==> src/rtl/fifo_byte_packer.sv <==
// Packs a byte stream little-endian into WIDTH-bit words with per-byte keep and a
// last flag, holding one finished word for an async FIFO write port.
module fifo_byte_packer #(
    parameter int WIDTH   = 32,
    parameter int TIMEOUT = 64
) (
    input  logic                   clk1,
    input  logic                   rstn,
    input  logic                   s_valid,
    input  logic [7:0]             s_data,
    input  logic                   s_last,
    output logic                   s_ready,
    input  logic                   fifo_full,
    output logic                   fifo_we,
    output logic [WIDTH+WIDTH/8:0] fifo_data,
    output logic                   busy,
    output logic [15:0]            word_count
);
    localparam int BYTES = WIDTH / 8;
    localparam int IW    = $clog2(BYTES);
    localparam int CW    = (TIMEOUT < 2) ? 1 : $clog2(TIMEOUT + 1);
    localparam logic [CW-1:0] TMO      = CW'(TIMEOUT);
    localparam logic [IW-1:0] IDX_LAST = IW'(BYTES - 1);

    logic [WIDTH-1:0]       acc;
    logic [BYTES-1:0]       keep;
    logic [IW-1:0]          idx;
    logic [CW-1:0]          idle_cnt;
    logic [WIDTH+BYTES:0]   out_reg;
    logic                   out_pending;
    logic [15:0]            word_cnt;

    logic                   accept;
    logic                   word_done;
    logic                   flush_due;
    logic                   load;
    logic [WIDTH-1:0]       next_word;
    logic [BYTES-1:0]       next_keep;

    // Handshake: a byte transfers on a clk1 edge where s_valid & s_ready; the slot
    // counts as free when it is empty or being written this cycle, so s_ready never
    // depends on s_valid and the source may hold s_valid/s_data until accepted.
    assign fifo_we   = out_pending & ~fifo_full;
    assign s_ready   = ~out_pending | ~fifo_full;
    assign accept    = s_valid & s_ready;
    assign word_done = (idx == IDX_LAST) | s_last;
    assign flush_due = (TIMEOUT != 0) && (idx != '0) && (idle_cnt == TMO) && !accept && s_ready;
    assign load      = (accept & word_done) | flush_due;

    assign fifo_data  = out_reg;
    assign busy       = (idx != '0) | out_pending;
    assign word_count = word_cnt;

    // Lanes above idx are always zero, so OR-ing the new byte in is enough.
    always_comb begin
        next_word = acc | (WIDTH'(s_data) << (8 * idx));
        next_keep = keep | (BYTES'(1) << idx);
    end

    always_ff @(posedge clk1 or negedge rstn) begin
        if (!rstn) begin
            acc         <= '0;
            keep        <= '0;
            idx         <= '0;
            idle_cnt    <= '0;
            out_reg     <= '0;
            out_pending <= 1'b0;
            word_cnt    <= '0;
        end else begin
            if (accept) begin
                if (word_done) begin
                    out_reg <= {s_last, next_keep, next_word};
                    acc     <= '0;
                    keep    <= '0;
                    idx     <= '0;
                end else begin
                    acc  <= next_word;
                    keep <= next_keep;
                    idx  <= idx + 1'b1;
                end
            end else if (flush_due) begin
                out_reg <= {1'b0, keep, acc};
                acc     <= '0;
                keep    <= '0;
                idx     <= '0;
            end

            // A reload in the same cycle as a write keeps the slot occupied.
            if (load) begin
                out_pending <= 1'b1;
            end else if (fifo_we) begin
                out_pending <= 1'b0;
            end

            if (accept || (idx == '0) || flush_due) begin
                idle_cnt <= '0;
            end else if (idle_cnt != TMO) begin
                idle_cnt <= idle_cnt + 1'b1;
            end

            if (fifo_we && (word_cnt != 16'hFFFF)) begin
                word_cnt <= word_cnt + 16'd1;
            end
        end
    end
endmodule
==> config.mk <==
export PLATFORM = sky130hd
export DESIGN_NAME = fifo_byte_packer
export DESIGN_NICKNAME = d
export VERILOG_FILES = /design/src/rtl/fifo_byte_packer.sv
export SDC_FILE = /design/constraint.sdc
export NUM_CORES = 1
export LEC_CHECK = 0
export ABC_AREA = 1
export CAP_MARGIN = 40
export CORE_ASPECT_RATIO = 1.1
export CORE_MARGIN = 1.5
export CORE_UTILIZATION = 55
export CTS_CLUSTER_SIZE = 25
export DETAILED_ROUTE_END_ITERATION = 16
export PLACE_DENSITY = 0.83
export SLEW_MARGIN = 0
export SYNTH_ARGS = -nofsm -noshare
export SYNTH_HDL_FRONTEND = slang
export SYNTH_SLANG_ARGS = --single-unit
==> constraint.sdc <==
create_clock -name clk1 -period 2.1 [get_ports clk1]
set_input_delay 0.42 -clock clk1 [delete_from_list [all_inputs] [get_ports clk1]]
set_output_delay 0.42 -clock clk1 [all_outputs]
set_load 0.03 [all_outputs]
==> run metrics, run 1 <==
status completed; buffer depth of the longest clock path 2; initial drt markers 234; largest net degree at the start of global routing 63; Worst Tran Pin Value 0.403 ns; largest family of logic cells by synthesized area simple AND/OR/NAND/NOR gates; Setup Viol. Count Final 0; Post-Synth XOR/XNOR Area 2.14%; CTS tree done; Post-Syn Area per Cell 8.17 um^2; synth cell count leaders nand2_1 (163), dfrtp_1 (99), nor2_1 (92), nand3_1 (80), inv_1 (32); post-route design area 5920 um^2; Worst Setup End Kind primary output; fin crit period 2.00 ns; yosys warns 0; Synth area leader dfrtp_1; drt via density 5.41; mux cell area share after synthesis 0%; Layout Skew 0.0143 ns; asr flop ratio synth 100%; fin. max-slew vios 0; area grow syn2layout 20.7%; CP max FO 4; post-synthesis compound-gate area fraction 7.47%; Netlist Area Pre-Place 4910 um^2; DR WL/cell 14.2 um; startpoint types flip-flop; endpoints failing hold 0; Net count, final 689; share of cells above drive strength 1 7.58%; CTS Root Cell clkbuf_8; area post-placement 5710 um^2; Rows 35; first-pass GRT wire length 18800 um; crit path DAT 1.58 ns; max-cap check violation count 0; RSZ-0062 raised after global routing false; leak pwr 2.83 nW; overall die width 93.1 um; final core occ 69.4%; drt pass-1 iters 6; latest clock arrival within the worst-skew pair 0.37 ns; initial antenna violation count 0; most frequent cell after synthesis nand2_1; post-route setup TNS 0 ns; distinct cell type count of the synthesized netlist 29; peak supply drop 0.563 mV; GPL Wtd Cong 0.848; ys flop type dfrtp_1; Clk pin slew, worst setup/hold paths 0.10 ns; Fillers 690; Port Buffers 68; post-synth top area share 50.5%; # IOs 69; Period Utilization, post-route 95.1%; DRT antenna net count 0; Mapped Nets 621; number of flops mapped to enable cells by yosys 0; Post-Route WL 11100 um; Crit Path Class reg -> out; Hold Slack 0.507 ns; HP Class in -> async; Post-Synth Adder-Cell Area 1.78%; initial core utilization 57.5%; Worst Path Required 1.68 ns; Tot GR Track Use 25.0%; DP HPWL 7960 um; Synth Register Bits 99; GRT overflow 0; clk sink count 99; sequential fraction of the synthesis area 50.5%; htree depth 3; n_diodes 0; Worst slew margin 73.1%; Post-Syn Instances 601; Cell Pwr Density 989 nW/um^2; Die Area 9500 um^2; highest clock rate 501 MHz; via count 4238; postcts setup bufs 0; post-route DRC violation count 0; top post-synthesis cells by area dfrtp_1 (50%), nand2_1 (12%), nand3_1 (8.2%), nor2_1 (7.0%), o21bai_1 (4.0%); vias in the first global route 4051; core box area 8540 um^2; CTS Buf Count 9; post-synthesis simple-gate area fraction 31.6%; Die Height 102 um
## placed cells by master, fill, tap and decap left out, types with 2 or more instances in the layout
cell type / instances
nand2_1: 163
dfrtp_1: 99
nor2_1: 92
nand3_1: 80
clkdlybuf4s50_1: 64
inv_1: 32
o21bai_1: 26
buf_4: 19
a21oi_1: 18
nand4_1: 11
xor2_1: 11
clkbuf_8: 9
o21ai_0: 7
ha_1: 7
o21ai_1: 6
nand2_2: 3
nand2_4: 3
inv_2: 3
buf_12: 3
nor2_4: 2
bufinv_16: 2
clkinv_2: 2
## state kept, by name (all words and copies together) (netlist names)
| name | count |
|---|---|
| fifo_data | 37 |
| out_pending | 1 |
| word_count | 16 |
| acc | 32 |
| keep | 4 |
| idx | 2 |
| idle_cnt | 7 |
## layer usage
metal	vias up	track usage [%]	share of wire, %
met4	0	10.1	2.0
met2	115	41.3	49
met5	-	0	0
met1	2030	33.1	44
met3	18	4.39	4.9
li1	2075	-	-
## layout make-up
type / count / area (um^2) / share of cell area [%]
clock buffer: 10 / 128 / 2.15
clock inverter: 5 / 78.8 / 1.33
inverter: 36 / 138 / 2.32
multi-input combinational: 436 / 2110 / 35.6
sequential: 99 / 2480 / 41.8
tap: 111 / 139 / 2.34
timing repair buffer: 87 / 853 / 14.4
## kinds of logic (layout without fill, tap and decap cells)
| group | count (synthesis) | in the layout |
|---|---|---|
| flip-flops | 99 | 99 |
| AO/OA/AOI/OAI | 59 | 59 |
| XOR/XNOR | 12 | 12 |
| adder cells (fa/ha/maj) | 7 | 7 |
| buffers and inverters | 66 | 138 |
| AND/OR/NAND/NOR | 358 | 358 |
## power breakdown
group	internal [mW]	switching, mW	leakage (nW)
logic	0.797	1.27	1.39
clock network	0.663	0.635	0.106
registers	2.24	0.255	1.34
## worst max-delay path: stages, from the launching register on
cell,delay [ns]
dfrtp_1,0.42
inv_1,0.15
ha_1,0.37
nand2_1,0.10
buf_4,0.17
## worst paths after layout
kind / from / endpoint / slack [ns] / cells after the start
worst max-delay path: idx[1] / busy / 0.10 / 4
worst min-delay path: rstn / word_count[7] / 0.51 / 2
worst max register to register: word_count[0] / word_count[11] / 0.36 / 8
worst min register to register: acc[27] / acc[27] / 0.51 / 2
max in group asynchronous: rstn / acc[26] / 0.94 / 3
min in group clk1: acc[27] / acc[27] / 0.51 / 2
## per-stage QoR
step / cells / setup slack (ns) / total power, mW
floorplan: 601 / 0.320 / 3.79
global placement: 768 / 0.104 / 4.53
detailed placement: 768 / 0.107 / 4.60
CTS: 784 / 0.101 / 5.89
global route: 784 / 0.0317 / 6.18
finish: 784 / 0.104 / 5.86
## what timing repair did
action / CTS / global route
endpoints found under the hold margin: 28 / 0
resized for setup: 0 / 0
hold buffers: 1 / 0
(Power assumes the default switching activity.)
==> run 2: changes to the inputs <==
- CORE_UTILIZATION: 55 -> 25
- PLACE_DENSITY: 0.83 -> 0.46
==> run metrics, run 2 (same netlist as run 1, synthesis figures left out) <==
status completed; Hold Path Origin acc[25]; buffer depth of the longest clock path 2 (unchanged); first-pass GRT wire length 22100 um (+18%); Hold Path Depth 2; GPL Wtd Cong 0.729 (-14%); Clock Power Share 26.1% (+3.9 points); Crit Path Class reg -> out; most common cell after layout, fill and taps aside nand2_1; CTS Root Cell clkbuf_16; Worst Tran Pin Value 0.422 ns (+0.0184 ns); CP peak stage delay 0.71 ns (+0.29 ns); Crit-path slowest cell clkdlybuf4s50_1; postcts setup bufs 0 (unchanged); Seq pwr share 40.0% (-2.5 points); Cell Pwr Density 999 nW/um^2 (+1.0%); RR Endpoint word_count[10]; final core occ 32.6% (-37 points); CTS tree done; crit-path cells clkdlybuf4s50_1; Reg2Reg Setup Slack 0.40 ns (+0.04 ns); post-route design area 6240 um^2 (+5.3%); Internal Power 3.96 mW (+7.0%); Layout Skew 0.0106 ns (-0.00376 ns); initial core utilization 25.6% (-32 points); CTS Buf Count 9 (unchanged); GRT overflow 0 (unchanged); endpoints failing hold 0 (unchanged); Period Utilization, post-route 93.4% (-1.7 points); core box area 19200 um^2 (+120%); Crit Reg-Reg Startpoint word_count[1]; clk sink count 99 (unchanged); area grow syn2layout 27.1%; fin crit period 1.96 ns (-0.0351 ns); fin. max-slew vios 0 (unchanged); Worst slew margin 71.7% (-1.4 points); crit path DAT 1.54 ns (-0.04 ns); Gate power share 33.9% (-1.4 points); Top delay family on crit path buffers and inverters; max-cap check violation count 0 (unchanged); initial drt markers 250 (+6.8%); Fillers 2023 (+190%); Setup Viol. Count Final 0 (unchanged); DRT antenna net count 0 (unchanged); post-route setup TNS 0 ns (unchanged); leak pwr 2.91 nW (+2.5%); share of cells above drive strength 1 8.96% (+1.4 points); startpoint types flip-flop; Die Area 20500 um^2 (+120%); overall die width 137 um (+47%); Post-Route WL 13000 um (+17%); area post-placement 5940 um^2 (+4.0%); post-route DRC violation count 0 (unchanged); DP HPWL 9220 um (+16%); DR WL/cell 14.0 um (-1.2%); Port Buffers 68 (unchanged); Die Height 150 um (+47%); Tot GR Track Use 13.8% (-11 points); initial antenna violation count 0 (unchanged); Worst Path Buf+Inv 1 (-1); Clk pin slew, worst setup/hold paths 0.07 ns (-0.03 ns); Psw 2.28 mW (+5.2%); instance count on the critical path 1 (-3); CP max FO 7 (+3); Largest register FFs 37 (unchanged); drt via density 4.50 (-17%); highest clock rate 510 MHz (+1.8%); latest clock arrival within the worst-skew pair 0.35 ns (-0.02 ns); Worst Path Required 1.68 ns (about the same); drt pass-1 iters 4 (-2); via count 4179 (-1.4%); vias in the first global route 4201 (+3.7%); peak supply drop 0.443 mV (-21%); HP Class reg -> reg; n_diodes 0 (unchanged); Rows 53 (+51%); sw frac 36.5% (-0.39 points); commonest non-fill, non-tap cells in the layout nand2_1 (163), dfrtp_1 (99), nor2_1 (92); R2R depth 9 (+1); Net count, final 697 (+1.2%); # IOs 69 (unchanged); Worst Setup End Kind primary output; htree depth 3 (unchanged); Pwr Total 6.23 mW (+6.4%); largest net degree at the start of global routing 44 (-30%); RSZ-0062 raised after global routing false; hold endpoint acc[25]
-- run 2: cell count changes in the layout (fill, tap and decap cells not counted), sizes merged --
| cell | change |
|---|---|
| clkbuf | +2 |
| clkinv | -2 |
| clkinvlp | +1 |
| bufinv | -2 |
| buf | +8 |
| inv | +1 |
-- run 2: cell type report --
type	count	area [um^2]	share of cell area, %
tap	247	309	4.95
sequential	99	2480	39.7
inverter	36	138	2.21
clock buffer	12	267	4.27
clock inverter	3	21.3	0.341
multi-input combinational	436	2110	33.9
timing repair buffer	95	913	14.6
-- run 2: worst max path at each step --
stage | start | to
2_1_floorplan | idx[0] | busy
3_3_place_gp | fifo_full | fifo_data[19]
3_5_place_dp | fifo_full | fifo_data[30]
4_1_cts | idx[1] | busy
5_1_grt | word_count[2] | word_count[2]
6_report | word_count[2] | word_count[2]
-- run 2: through the flow --
step                std cells  setup WS, ns  hold slack [ns]
floorplan                 601         0.320            0.124
global route              928        0.0860            0.523
CTS                       928        0.0735            0.508
detailed placement        912        0.0771            0.373
finish                    928         0.139            0.501
global placement          912         0.126            0.377
-- run 2: repair_timing --
action / CTS / global route
hold buffers: 1 / 0
endpoints found under the setup margin: 0 / 1
resized for setup: 0 / 1
hold endpoints to repair: 7 / 0
-- run 2: power groups by stage --
stage | sequential [mW] | clock [mW] | combinational (mW)
CTS | 2.50 | 1.68 | 2.14
finish | 2.49 | 1.63 | 2.11
floorplan | 2.92 | 0 | 0.872
detailed placement | 2.54 | 0 | 2.13
global placement | 2.53 | 0 | 2.11
global route | 2.54 | 1.77 | 2.33
-- run 2: metal layers --
layer  vias to the layer above  track usage (%)  routed length (um)
met4                         0             4.36                 248
li1                       2082                -                   -
met5                         -                0                   0
met3                        21             2.71                 449
met1                      2000             19.0                6310
met2                        76             21.8                5990
-- run 2: worst reg2reg max path, cell delays in order, from the launching register on --
cell	delay, ns
dfrtp_1	0.43
ha_1	0.30
inv_1	0.06
nor2_1	0.16
nand3_1	0.14
nand2_2	0.10
nand2_2	0.07
buf_4	0.20
nand2_1	0.07
o21ai_1	0.06
==> run 3: changes to the inputs <==
==> constraint.sdc (replaced) <==
create_clock -name clk1 -period 2.1 [get_ports clk1]
set_input_delay 0.21 -clock clk1 [delete_from_list [all_inputs] [get_ports clk1]]
set_output_delay 0.21 -clock clk1 [all_outputs]
set_load 0.03 [all_outputs]
==> run metrics, run 3 (same netlist as run 1, synthesis figures left out) <==
share of cells above drive strength 1 7.43% (-1.5 points); buffer depth of the longest clock path 2 (unchanged); crit-path cells ha_1 -> inv_1 -> nor2_1 -> nand3_1 -> nand2_2 -> nand2_2 -> nand2_1 -> o21ai_1; first-pass GRT wire length 21100 um (-4.4%); Reg2Reg Setup Slack 0.24 ns (-0.16 ns); Crit Reg-Reg Startpoint word_count[1]; RSZ-0062 raised after global routing false; drt via density 4.47 (-0.68%); vias in the first global route 4165 (-0.86%); Crit Path Class reg -> reg; # IOs 69 (unchanged); highest clock rate 536 MHz (+5.2%); Period Utilization, post-route 88.8% (-4.6 points); Post-Route WL 12600 um (-2.6%); drt pass-1 iters 4 (unchanged); DR WL/cell 13.7 um (-1.8%); CTS tree done; Die Area 20500 um^2 (unchanged); HP Class in -> async; initial drt markers 248 (-0.80%); pre-CTS setup slack 0.112 ns (+0.0349 ns); leak pwr 2.89 nW (-0.71%); Worst Path Required 2.32 ns (+0.64 ns); CP max FO 21 (+14); Top delay family on crit path simple AND/OR/NAND/NOR gates; final worst slack 0.236 ns (+0.0969 ns); CP peak stage delay 0.43 ns (-0.28 ns); Critical Path Source word_count[1]; max-cap check violation count 0 (unchanged); Port Buffers 68 (unchanged); startpoint types flip-flop; crit path DAT 2.08 ns (+0.54 ns); CTS Root Cell clkbuf_16; status completed; initial core utilization 25.6% (unchanged); fin crit period 1.86 ns (-0.0969 ns); overall die width 137 um (unchanged); core box area 19200 um^2 (unchanged); commonest non-fill, non-tap cells in the layout nand2_1 (163), dfrtp_1 (99), nor2_1 (92); fin. max-slew vios 0 (unchanged); Crit-path slowest cell dfrtp_1; CTS Buf Count 9 (unchanged); Cell Pwr Density 1040 nW/um^2 (+3.6%); largest net degree at the start of global routing 100 (+130%); Tot GR Track Use 13.1% (-0.70 points); endpoints failing hold 0 (unchanged); DRT antenna net count 0 (unchanged); GRT overflow 0 (unchanged); latest clock arrival within the worst-skew pair 0.35 ns (about the same); Clk pin slew, worst setup/hold paths 0.07 ns (about the same); n_diodes 0 (unchanged); Die Height 150 um (unchanged); Fillers 2018 (-0.25%); FF+latch area 2480 um^2 (unchanged); htree depth 3 (unchanged); post-route setup TNS 0 ns (unchanged); DP HPWL 8700 um (-5.7%); Largest register FFs 37 (unchanged); final core occ 32.5% (-0.078 points); Layout Skew 0.00685 ns (-0.00371 ns); initial antenna violation count 0 (unchanged); area of the multi-input gates 2110 um^2 (-0.12%); most common cell after layout, fill and taps aside nand2_1; via count 4115 (-1.5%); peak supply drop 0.484 mV (+9.1%); Worst Path Buf+Inv 1 (unchanged); Pwr Total 6.45 mW (+3.4%); Worst Tran Pin Value 0.582 ns (+0.160 ns); Rows 53 (unchanged); post-route DRC violation count 0 (unchanged); Setup Viol. Count Final 0 (unchanged); clk sink count 99 (unchanged); Net count, final 688 (-1.3%); GPL Wtd Cong 0.752 (+3.1%); cell mode on critical path nand2_2; area grow syn2layout 26.8%; Worst slew margin 61.2% (-11 points); Worst Setup End Kind flip-flop
-- run 3: cell types whose count changed in the layout (fill, tap and decap cells not counted), sizes merged --
cell           change
inv                -1
buf               -11
clkbuf             -1
bufinv             +2
clkinv             +1
clkdlybuf4s50      +2
-- run 3: metal layers --
metal | routed length, um | global-route usage [%] | part of all wire (%) | up-vias
met5 | 0 | 0 | 0 | -
met4 | 90 | 3.30 | 0.71 | 0
met3 | 626 | 3.05 | 4.9 | 7
met2 | 5870 | 21.2 | 46 | 89
met1 | 6070 | 17.7 | 48 | 1957
li1 | - | - | - | 2062
-- run 3: worst paths after layout --
| kind | endpoint | depth (start not counted) |
|---|---|---|
| max | word_count[8] | 8 |
| max reg2reg | word_count[8] | 8 |
| min in group clk1 | keep[3] | 2 |
| max in group asynchronous | acc[23] | 3 |
| min reg2reg | keep[3] | 2 |
| min | word_count[4] | 3 |
-- run 3: worst reg2reg max path, stage by stage, from the launching register on --
cell and delay (ns):
dfrtp_1 0.43, ha_1 0.20, inv_1 0.04, nor2_1 0.16, nand3_1 0.14, nand2_2 0.21
nand2_2 0.31, nand2_1 0.16, o21ai_1 0.08
-- run 3: what timing repair did --
action,CTS,global route
hold buffers,1,0
endpoints found under the hold margin,99,0
buffers inserted,0,0
resized for setup,0,0
-- run 3: final cells by class --
cell class                      count  share of cell area [%]
Sequential cell                    99                    39.8
Multi-Input combinational cell    436                    33.9
Clock inverter                      5                    1.37
Tap cell                          247                    4.97
Inverter                           36                    2.21
Clock buffer                       11                    4.06
Timing Repair Buffer               86                    13.7
-- run 3: power breakdown --
group	switching [mW]	leakage, nW	internal [mW]
clock	0.749	0.162	1.11
combinational	1.28	1.39	0.803
sequential	0.257	1.34	2.24
-- run 3: stage by stage --
stage               cells  hold slack, ns  cell area, um^2
finish                920           0.411             6220
global route          920           0.471             6220
CTS                   920           0.484             6220
detailed placement    903           0.323             5880
global placement      903           0.320             5880
floorplan             601         -0.0856             4910
